--- config.mk ---
export PLATFORM = sky130hd
export DESIGN_NAME = led_pwm_driver_flat
export DESIGN_NICKNAME = d
export VERILOG_FILES = /design/src/rtl/led_pwm_driver_if.sv /design/src/rtl/led_pwm_driver.sv /design/src/flat_wrapper.sv
export SDC_FILE = /design/constraint.sdc
export NUM_CORES = 1
export LEC_CHECK = 0
export BUFFER_PORTS_ARGS = -buffer_cell sky130_fd_sc_hd__buf_2
export CORE_UTILIZATION = 30
export DETAILED_ROUTE_END_ITERATION = 7
export GPL_TIMING_DRIVEN = 0
export PLACE_DENSITY = 0.56
export SYNTH_ARGS = -nofsm -noshare
export SYNTH_HDL_FRONTEND = slang
export SYNTH_SLANG_ARGS = --single-unit
--- constraint.sdc ---
create_clock -name PCLK -period 2.1 [get_ports PCLK]
set_clock_uncertainty 0.1 [all_clocks]
set_input_delay 0.105 -clock PCLK [delete_from_list [all_inputs] [get_ports PCLK]]
set_output_delay 0.105 -clock PCLK [all_outputs]
set_load 0.01 [all_outputs]
--- src/rtl/led_pwm_driver_if.sv ---
`default_nettype none
// ============================================================================
// Module   : led_pwm_driver_if
// Brief    : Control/status bundle between the LED register block and the
//            LED PWM driver.
// Revision : 1.0
// ============================================================================
interface led_pwm_driver_if #(
  parameter int NUM_LED = 32,
  parameter int BLINK_W = 16
);
  logic               i_enable;
  logic [NUM_LED-1:0] i_led_value;
  logic [7:0]         i_duty;
  logic               i_blink_en;
  logic [NUM_LED-1:0] i_blink_mask;
  logic [BLINK_W-1:0] i_blink_half;
  logic [NUM_LED-1:0] o_led;
  logic               o_frame;
  logic               o_blink_phase;

  modport master (
    output i_enable, i_led_value, i_duty, i_blink_en, i_blink_mask, i_blink_half,
    input  o_led, o_frame, o_blink_phase
  );

  modport slave (
    input  i_enable, i_led_value, i_duty, i_blink_en, i_blink_mask, i_blink_half,
    output o_led, o_frame, o_blink_phase
  );
endinterface
`default_nettype wire

--- src/rtl/led_pwm_driver.sv ---
`default_nettype none
// ============================================================================
// Module   : led_pwm_driver
// Brief    : Global PWM dimming, per-LED blink and period-aligned shadowing
//            of the LED value word.
// Revision : 1.0
// ============================================================================
module led_pwm_driver #(
  parameter int NUM_LED = 32,
  parameter int CLK_DIV = 4,
  parameter int BLINK_W = 16
) (
  input  wire logic        PCLK,
  input  wire logic        PRESETn,
  led_pwm_driver_if.slave  bus
);
  localparam int          c_DIV_W    = (CLK_DIV > 1) ? $clog2(CLK_DIV) : 1;
  localparam logic [7:0]  c_PWM_LAST = 8'd254;

  logic [c_DIV_W-1:0] r_div_cnt;
  logic [7:0]         r_pwm_cnt;
  logic [NUM_LED-1:0] r_sh_value;
  logic [7:0]         r_sh_duty;
  logic [BLINK_W-1:0] r_blink_cnt;
  logic               r_phase;
  logic [NUM_LED-1:0] r_led;
  logic               r_frame;

  logic               w_tick;
  logic               w_wrap;
  logic               w_pwm_on;
  logic [BLINK_W-1:0] w_half_m1;
  logic [NUM_LED-1:0] w_led_next;

  assign w_tick   = (r_div_cnt == c_DIV_W'(CLK_DIV - 1));
  assign w_wrap   = w_tick && (r_pwm_cnt == c_PWM_LAST);
  assign w_pwm_on = (r_pwm_cnt < r_sh_duty);
  // A half-period of 0 behaves like 1 so blink never stalls.
  assign w_half_m1 = (bus.i_blink_half == '0) ? '0 : bus.i_blink_half - BLINK_W'(1);

  assign w_led_next = (bus.i_enable && w_pwm_on)
                    ? (r_sh_value & (~bus.i_blink_mask | {NUM_LED{r_phase}}))
                    : '0;

  always_ff @(posedge PCLK or negedge PRESETn) begin
    if (!PRESETn) begin
      r_div_cnt   <= '0;
      r_pwm_cnt   <= '0;
      r_sh_value  <= '0;
      r_sh_duty   <= '0;
      r_blink_cnt <= '0;
      r_phase     <= 1'b1;
      r_led       <= '0;
      r_frame     <= 1'b0;
    end else begin
      r_led <= w_led_next;
      if (!bus.i_enable) begin
        // Shadows track the inputs so re-enable starts with fresh values.
        r_div_cnt   <= '0;
        r_pwm_cnt   <= '0;
        r_sh_value  <= bus.i_led_value;
        r_sh_duty   <= bus.i_duty;
        r_blink_cnt <= '0;
        r_phase     <= 1'b1;
        r_frame     <= 1'b0;
      end else begin
        r_frame   <= w_wrap;
        r_div_cnt <= w_tick ? '0 : r_div_cnt + c_DIV_W'(1);
        if (w_tick) begin
          r_pwm_cnt <= w_wrap ? 8'd0 : r_pwm_cnt + 8'd1;
        end
        if (w_wrap) begin
          r_sh_value <= bus.i_led_value;
          r_sh_duty  <= bus.i_duty;
        end
        if (!bus.i_blink_en) begin
          r_blink_cnt <= '0;
          r_phase     <= 1'b1;
        end else if (w_wrap) begin
          // >= rather than == so a shrinking half-period cannot overrun.
          if (r_blink_cnt >= w_half_m1) begin
            r_blink_cnt <= '0;
            r_phase     <= ~r_phase;
          end else begin
            r_blink_cnt <= r_blink_cnt + BLINK_W'(1);
          end
        end
      end
    end
  end

  assign bus.o_led         = r_led;
  assign bus.o_frame       = r_frame;
  assign bus.o_blink_phase = r_phase;
endmodule
`default_nettype wire

--- src/flat_wrapper.sv ---
// flat-port wrapper written by rule: the top's interface ports become plain ports
module led_pwm_driver_flat 
#(
  parameter int NUM_LED = 32,
  parameter int CLK_DIV = 4,
  parameter int BLINK_W = 16
)
  (PCLK, PRESETn, bus_i_enable, bus_i_led_value, bus_i_duty, bus_i_blink_en, bus_i_blink_mask, bus_i_blink_half, bus_o_led, bus_o_frame, bus_o_blink_phase);
  led_pwm_driver_if #(.NUM_LED(NUM_LED), .BLINK_W(BLINK_W)) bus_i ();
  input  wire logic PCLK;
  input  wire logic PRESETn;
  input wire logic [$bits(bus_i.i_enable)-1:0] bus_i_enable;
  input wire logic [$bits(bus_i.i_led_value)-1:0] bus_i_led_value;
  input wire logic [$bits(bus_i.i_duty)-1:0] bus_i_duty;
  input wire logic [$bits(bus_i.i_blink_en)-1:0] bus_i_blink_en;
  input wire logic [$bits(bus_i.i_blink_mask)-1:0] bus_i_blink_mask;
  input wire logic [$bits(bus_i.i_blink_half)-1:0] bus_i_blink_half;
  output wire logic [$bits(bus_i.o_led)-1:0] bus_o_led;
  output wire logic [$bits(bus_i.o_frame)-1:0] bus_o_frame;
  output wire logic [$bits(bus_i.o_blink_phase)-1:0] bus_o_blink_phase;
  assign bus_i.i_enable = bus_i_enable;
  assign bus_i.i_led_value = bus_i_led_value;
  assign bus_i.i_duty = bus_i_duty;
  assign bus_i.i_blink_en = bus_i_blink_en;
  assign bus_i.i_blink_mask = bus_i_blink_mask;
  assign bus_i.i_blink_half = bus_i_blink_half;
  assign bus_o_led = bus_i.o_led;
  assign bus_o_frame = bus_i.o_frame;
  assign bus_o_blink_phase = bus_i.o_blink_phase;
  led_pwm_driver #(.NUM_LED(NUM_LED), .CLK_DIV(CLK_DIV), .BLINK_W(BLINK_W)) u_core (.PCLK(PCLK), .PRESETn(PRESETn), .bus(bus_i));
endmodule
==> results_tabular.tex <==
\begin{tabular}{lr}
\hline
Metric & Value \\
\hline
\multicolumn{2}{l}{\textbf{Status}} \\
\quad Status & finished, violations left \\
\quad Violations in the final reports & setup timing \\
\multicolumn{2}{l}{\textbf{Power}} \\
\quad Total net switching power & 1.143 mW \\
\quad Clock share of power & 36.9\% \\
\quad Total power after layout & 4.558 mW \\
\quad Seq pwr share & 46.7\% \\
\quad Switching share of power & 25.09\% \\
\quad Combinational share of power & 16.4\% \\
\quad Worst IR drop on VDD & 423.9 µV \\
\quad Leakage component of the power & 3.542 nW \\
\quad Cell area power density & 621.3 nW/µm² \\
\quad Internal power of the cells & 3.414 mW \\
\multicolumn{2}{l}{\textbf{Setup path}} \\
\quad Crit path arrival time & 3030 ps \\
\quad Category of the most critical setup path & input port to flip-flop \\
\quad Maximum fanout count along the critical path & 5 \\
\quad Required time at the worst-slack endpoint & 2260 ps \\
\quad Category of the worst setup path launch point & input port \\
\quad Nature of the critical path endpoint & flip-flop \\
\multicolumn{2}{l}{\textbf{GRT}} \\
\quad Overall global routing resource usage & 15.44\% \\
\quad Pin count of the biggest net entering global routing & 63 \\
\quad Aggregate global routing overflow & 0 \\
\quad Antenna violations before repair & 0 \\
\quad Via count of the first global-routing pass & 4562 \\
\quad First-pass GRT wire length & 21550 µm \\
\multicolumn{2}{l}{\textbf{Die}} \\
\quad Area of the core & 16120 µm² \\
\quad Die W & 131.4 µm \\
\quad Cell row count & 46 \\
\quad Ports & 126 \\
\quad Initial core utilization & 31.19\% \\
\quad Die span in y & 131.4 µm \\
\quad Die Area & 17280 µm² \\
\multicolumn{2}{l}{\textbf{Yosys}} \\
\quad Share of the synthesized area in the top cell type & 49.29\% \\
\quad Synth unique cells & 48 \\
\quad Dominant cells by area after synthesis & sky130\_fd\_sc\_hd\_\_dfrtp\_1 (49\%), sky130\_fd\_sc\_hd\_\_mux2\_2 (7.4\%), sky130\_fd\_sc\_hd\_\_ha\_1 (7.2\%), sky130\_fd\_sc\_hd\_\_nor2\_1 (4.8\%), sky130\_fd\_sc\_hd\_\_o21ai\_0 (4.6\%) \\
\quad Top FF cell, synth & sky130\_fd\_sc\_hd\_\_dfrtp\_1 \\
\quad Net count after synthesis & 611 \\
\quad Leading area contributor after synthesis & sky130\_fd\_sc\_hd\_\_dfrtp\_1 \\
\quad Yosys warnings & 0 \\
\quad EDFF count, synth & 0 \\
\quad Post-synthesis register bit count & 100 \\
\quad Share of async-settable or async-resettable flops after synthesis & 100.0\% \\
\quad Mapped Avg Cell Area & 10.26 µm² \\
\quad Post-synthesis instance total & 490 \\
\quad Netlist area before placement & 5026 µm² \\
\quad Portion of the post-synthesis area used by sequential elements & 49.81\% \\
\multicolumn{2}{l}{\textbf{Placement}} \\
\quad Worst setup timing slack at the placement stage & -1337 ps \\
\quad Placed cell count & 831 \\
\quad Detailed-placement wirelength estimate & 8749 µm \\
\quad Count of buffers inserted at the top-level ports & 124 \\
\quad Final weighted congestion in routability-driven placement & 0.7954 \\
\multicolumn{2}{l}{\textbf{Clock network}} \\
\quad CTS HTree Levels & 3 \\
\quad Clock tree sinks & 100 \\
\quad Cell at the root of the clock tree & sky130\_fd\_sc\_hd\_\_clkbuf\_16 \\
\quad Clock tree from TritonCTS & built \\
\quad Clock transition at the registers of the reported paths & 60 ps \\
\quad Clock buffer count from CTS & 9 \\
\quad Insertion delay to the later sink of the worst-skew pair & 340 ps \\
\quad Deepest clock path buffer count & 2 \\
\multicolumn{2}{l}{\textbf{STA}} \\
\quad Max-Slew Margin vs Limit & 45.07\% \\
\quad Count of final hold-check violations & 0 \\
\quad Total count of max-transition violations in the final report & 0 \\
\quad Final setup violation count & 17 \\
\quad Tcrit/Tclk final & 136.3\% \\
\quad Peak clock frequency supported by timing & 349.3 MHz \\
\quad Min setup slack post-route & -763.1 ps \\
\quad Unrepaired setup endpoints after global routing & yes \\
\quad Aggregate negative setup slack & -11170 ps \\
\quad Transition time at the pin with the least slew margin & 824.0 ps \\
\quad Final critical delay including setup and external delays & 2863 ps \\
\multicolumn{2}{l}{\textbf{Route}} \\
\quad Overall via count from detail\_route & 4201 \\
\quad Iter 0 DRT Violations & 119 \\
\quad Drt wl/cell & 13.67 µm \\
\quad DRC viols & 0 \\
\quad Total wire length & 12770 µm \\
\quad Number of search-and-repair iterations in the first detailed-routing pass & 4 \\
\quad Number of vias per cell after detailed routing & 4.498 \\
\quad Post-route ant nets & 0 \\
\multicolumn{2}{l}{\textbf{Run}} \\
\quad Max-cap check violation count & 0 \\
\multicolumn{2}{l}{\textbf{Finish}} \\
\quad Count of inserted antenna diode cells & 0 \\
\quad Total Nets Final & 834 \\
\quad Area growth from synthesis to layout & 45.95\% \\
\quad Multi-input gate area in the final layout & 2476 µm² \\
\quad Final std cells w/o fill & 934 \\
\quad FF+latch area & 2504 µm² \\
\quad Fillers & 1534 \\
\quad Proportion of layout cells with a drive suffix above 1 & 33.43\% \\
\quad Utilization of the core after routing & 45.52\% \\
\multicolumn{2}{l}{\textbf{Min path}} \\
\quad Hold/Removal Path Class & input port to flip-flop \\
\hline
\end{tabular}
per-layer routing:
layer	wire length (µm)	GRT usage, %
met5	0	0
met4	257	5.233
met3	331	2.778
met2	6644	27.60
met1	5532	18.51
worst max-delay path, cell delays in order:
cell and delay, ps:
sky130_fd_sc_hd__buf_6 90, sky130_fd_sc_hd__or3_4 400, sky130_fd_sc_hd__nor4_4 160, sky130_fd_sc_hd__buf_4 190
sky130_fd_sc_hd__nand2_4 70, sky130_fd_sc_hd__nor4_4 150, sky130_fd_sc_hd__xor2_1 160, sky130_fd_sc_hd__nand2_1 70
sky130_fd_sc_hd__ha_1 290, sky130_fd_sc_hd__nand4_1 230, sky130_fd_sc_hd__a311oi_2 390, sky130_fd_sc_hd__nor4_4 90
sky130_fd_sc_hd__buf_6 150, sky130_fd_sc_hd__nor2_4 130, sky130_fd_sc_hd__mux2_1 340
path summary, 6_finish.rpt:
check | from | to | slack (ps) | cells past startpoint
hold / removal | bus_i_blink_mask[0] | u_core.bus.o_led[0] | 10 | 4
min in group asynchronous | PRESETn | u_core.r_sh_value[12] | 290 | 2
setup / recovery | bus_i_blink_half[4] | u_core.bus.o_blink_phase | -760 | 15
setup reg to reg | u_core.r_blink_cnt[6] | u_core.bus.o_blink_phase | -370 | 8
max in group asynchronous | PRESETn | u_core.r_sh_value[24] | 920 | 3
hold reg to reg | u_core.r_div_cnt[0] | u_core.r_div_cnt[0] | 330 | 1
sequential cells by signal (all words and copies together), names as in the netlist:
name and cells:
u_core.bus.o_frame 1, u_core.r_blink_cnt 16, u_core.bus.o_blink_phase 1, u_core.r_pwm_cnt 8, u_core.r_div_cnt 2, u_core.r_sh_value 32
u_core.r_sh_duty 8, u_core.bus.o_led 32
layout by cell type, fill, tap and decap left out, drive strengths merged, types with 4 or more instances in the layout:
cell type,n
nor4,7
o21ai,48
inv,48
dlygate4sd3,72
a21oi,7
nand3,15
nand2,38
nor3,7
nor2,65
dfrtp,99
nand4,9
clkbuf,17
or3,5
and2,6
ha,29
nand2b,4
buf,149
mux2,34
xor2,14
and3,4
xnor2,15
area by class of cell:
cell class                      instances  share of cell area [%]
Multi-Input combinational cell        328                   33.75
Tap cell                              216                   3.684
Clock buffer                           11                   3.309
Timing Repair Buffer                  212                   20.36
Inverter                               47                   2.405
Buffer                                 15                   1.535
Sequential cell                       100                   34.13
Clock inverter                          5                  0.8187
cell families (layout without fill, tap and decap cells):
kind of cell               count (synthesis)  in the layout  synth area share (%)
adders and majority gates                 29             29                 7.219
AOI/OAI and AO/OA                         70             70                 8.439
muxes                                     36             36                 8.016
and+or+nand+nor                          164            164                 16.63
DFF                                      100            100                 49.81
xor gates and xnor gates                  29             29                 5.054
buffers and inverters                     62            290                 4.829
timing repair:
| item | in CTS | in global routing |
|---|---|---|
| hold buffers | 72 | 0 |
| buffers inserted | 10 | 4 |
| gates resized for setup | 24 | 46 |
| pin swaps | 10 | 11 |
| cloned | 0 | 1 |
| setup endpoints to repair | 90 | 93 |
| endpoints found under the hold margin | 131 | 0 |
synth_stat cells, drive strengths merged (2+ instances only):
library cell	n
a21o	2
or3	5
nor2b	2
o2111ai	2
and3	4
ha	29
mux2i	2
buf	6
nor2	65
a31oi	2
dfrtp	99
xor2	14
nand4	9
inv	47
xnor2	15
nor3	7
o31ai	2
nand3	15
a21oi	7
nand2b	4
nor4	7
mux2	34
clkbuf	9
nand2	38
o21ai	48
and2	6
stage by stage:
step	area (µm²)	hold WS, ps
floorplan	5026	-290.6
global placement	5917	208.4
detailed placement	5939	158.6
CTS	7143	6.740
global route	7336	38.94
finish	7336	12.63
power groups by stage:
| stage | clock (mW) | sequential [mW] | combinational [mW] |
|---|---|---|---|
| floorplan | 0 | 2.18 | 0.295 |
| global placement | 0 | 2.16 | 0.575 |
| detailed placement | 0 | 2.16 | 0.598 |
| CTS | 1.74 | 2.13 | 0.725 |
| global route | 1.83 | 2.14 | 0.834 |
| finish | 1.68 | 2.13 | 0.747 |
No activity file was read; power rests on OpenSTA's default activity.
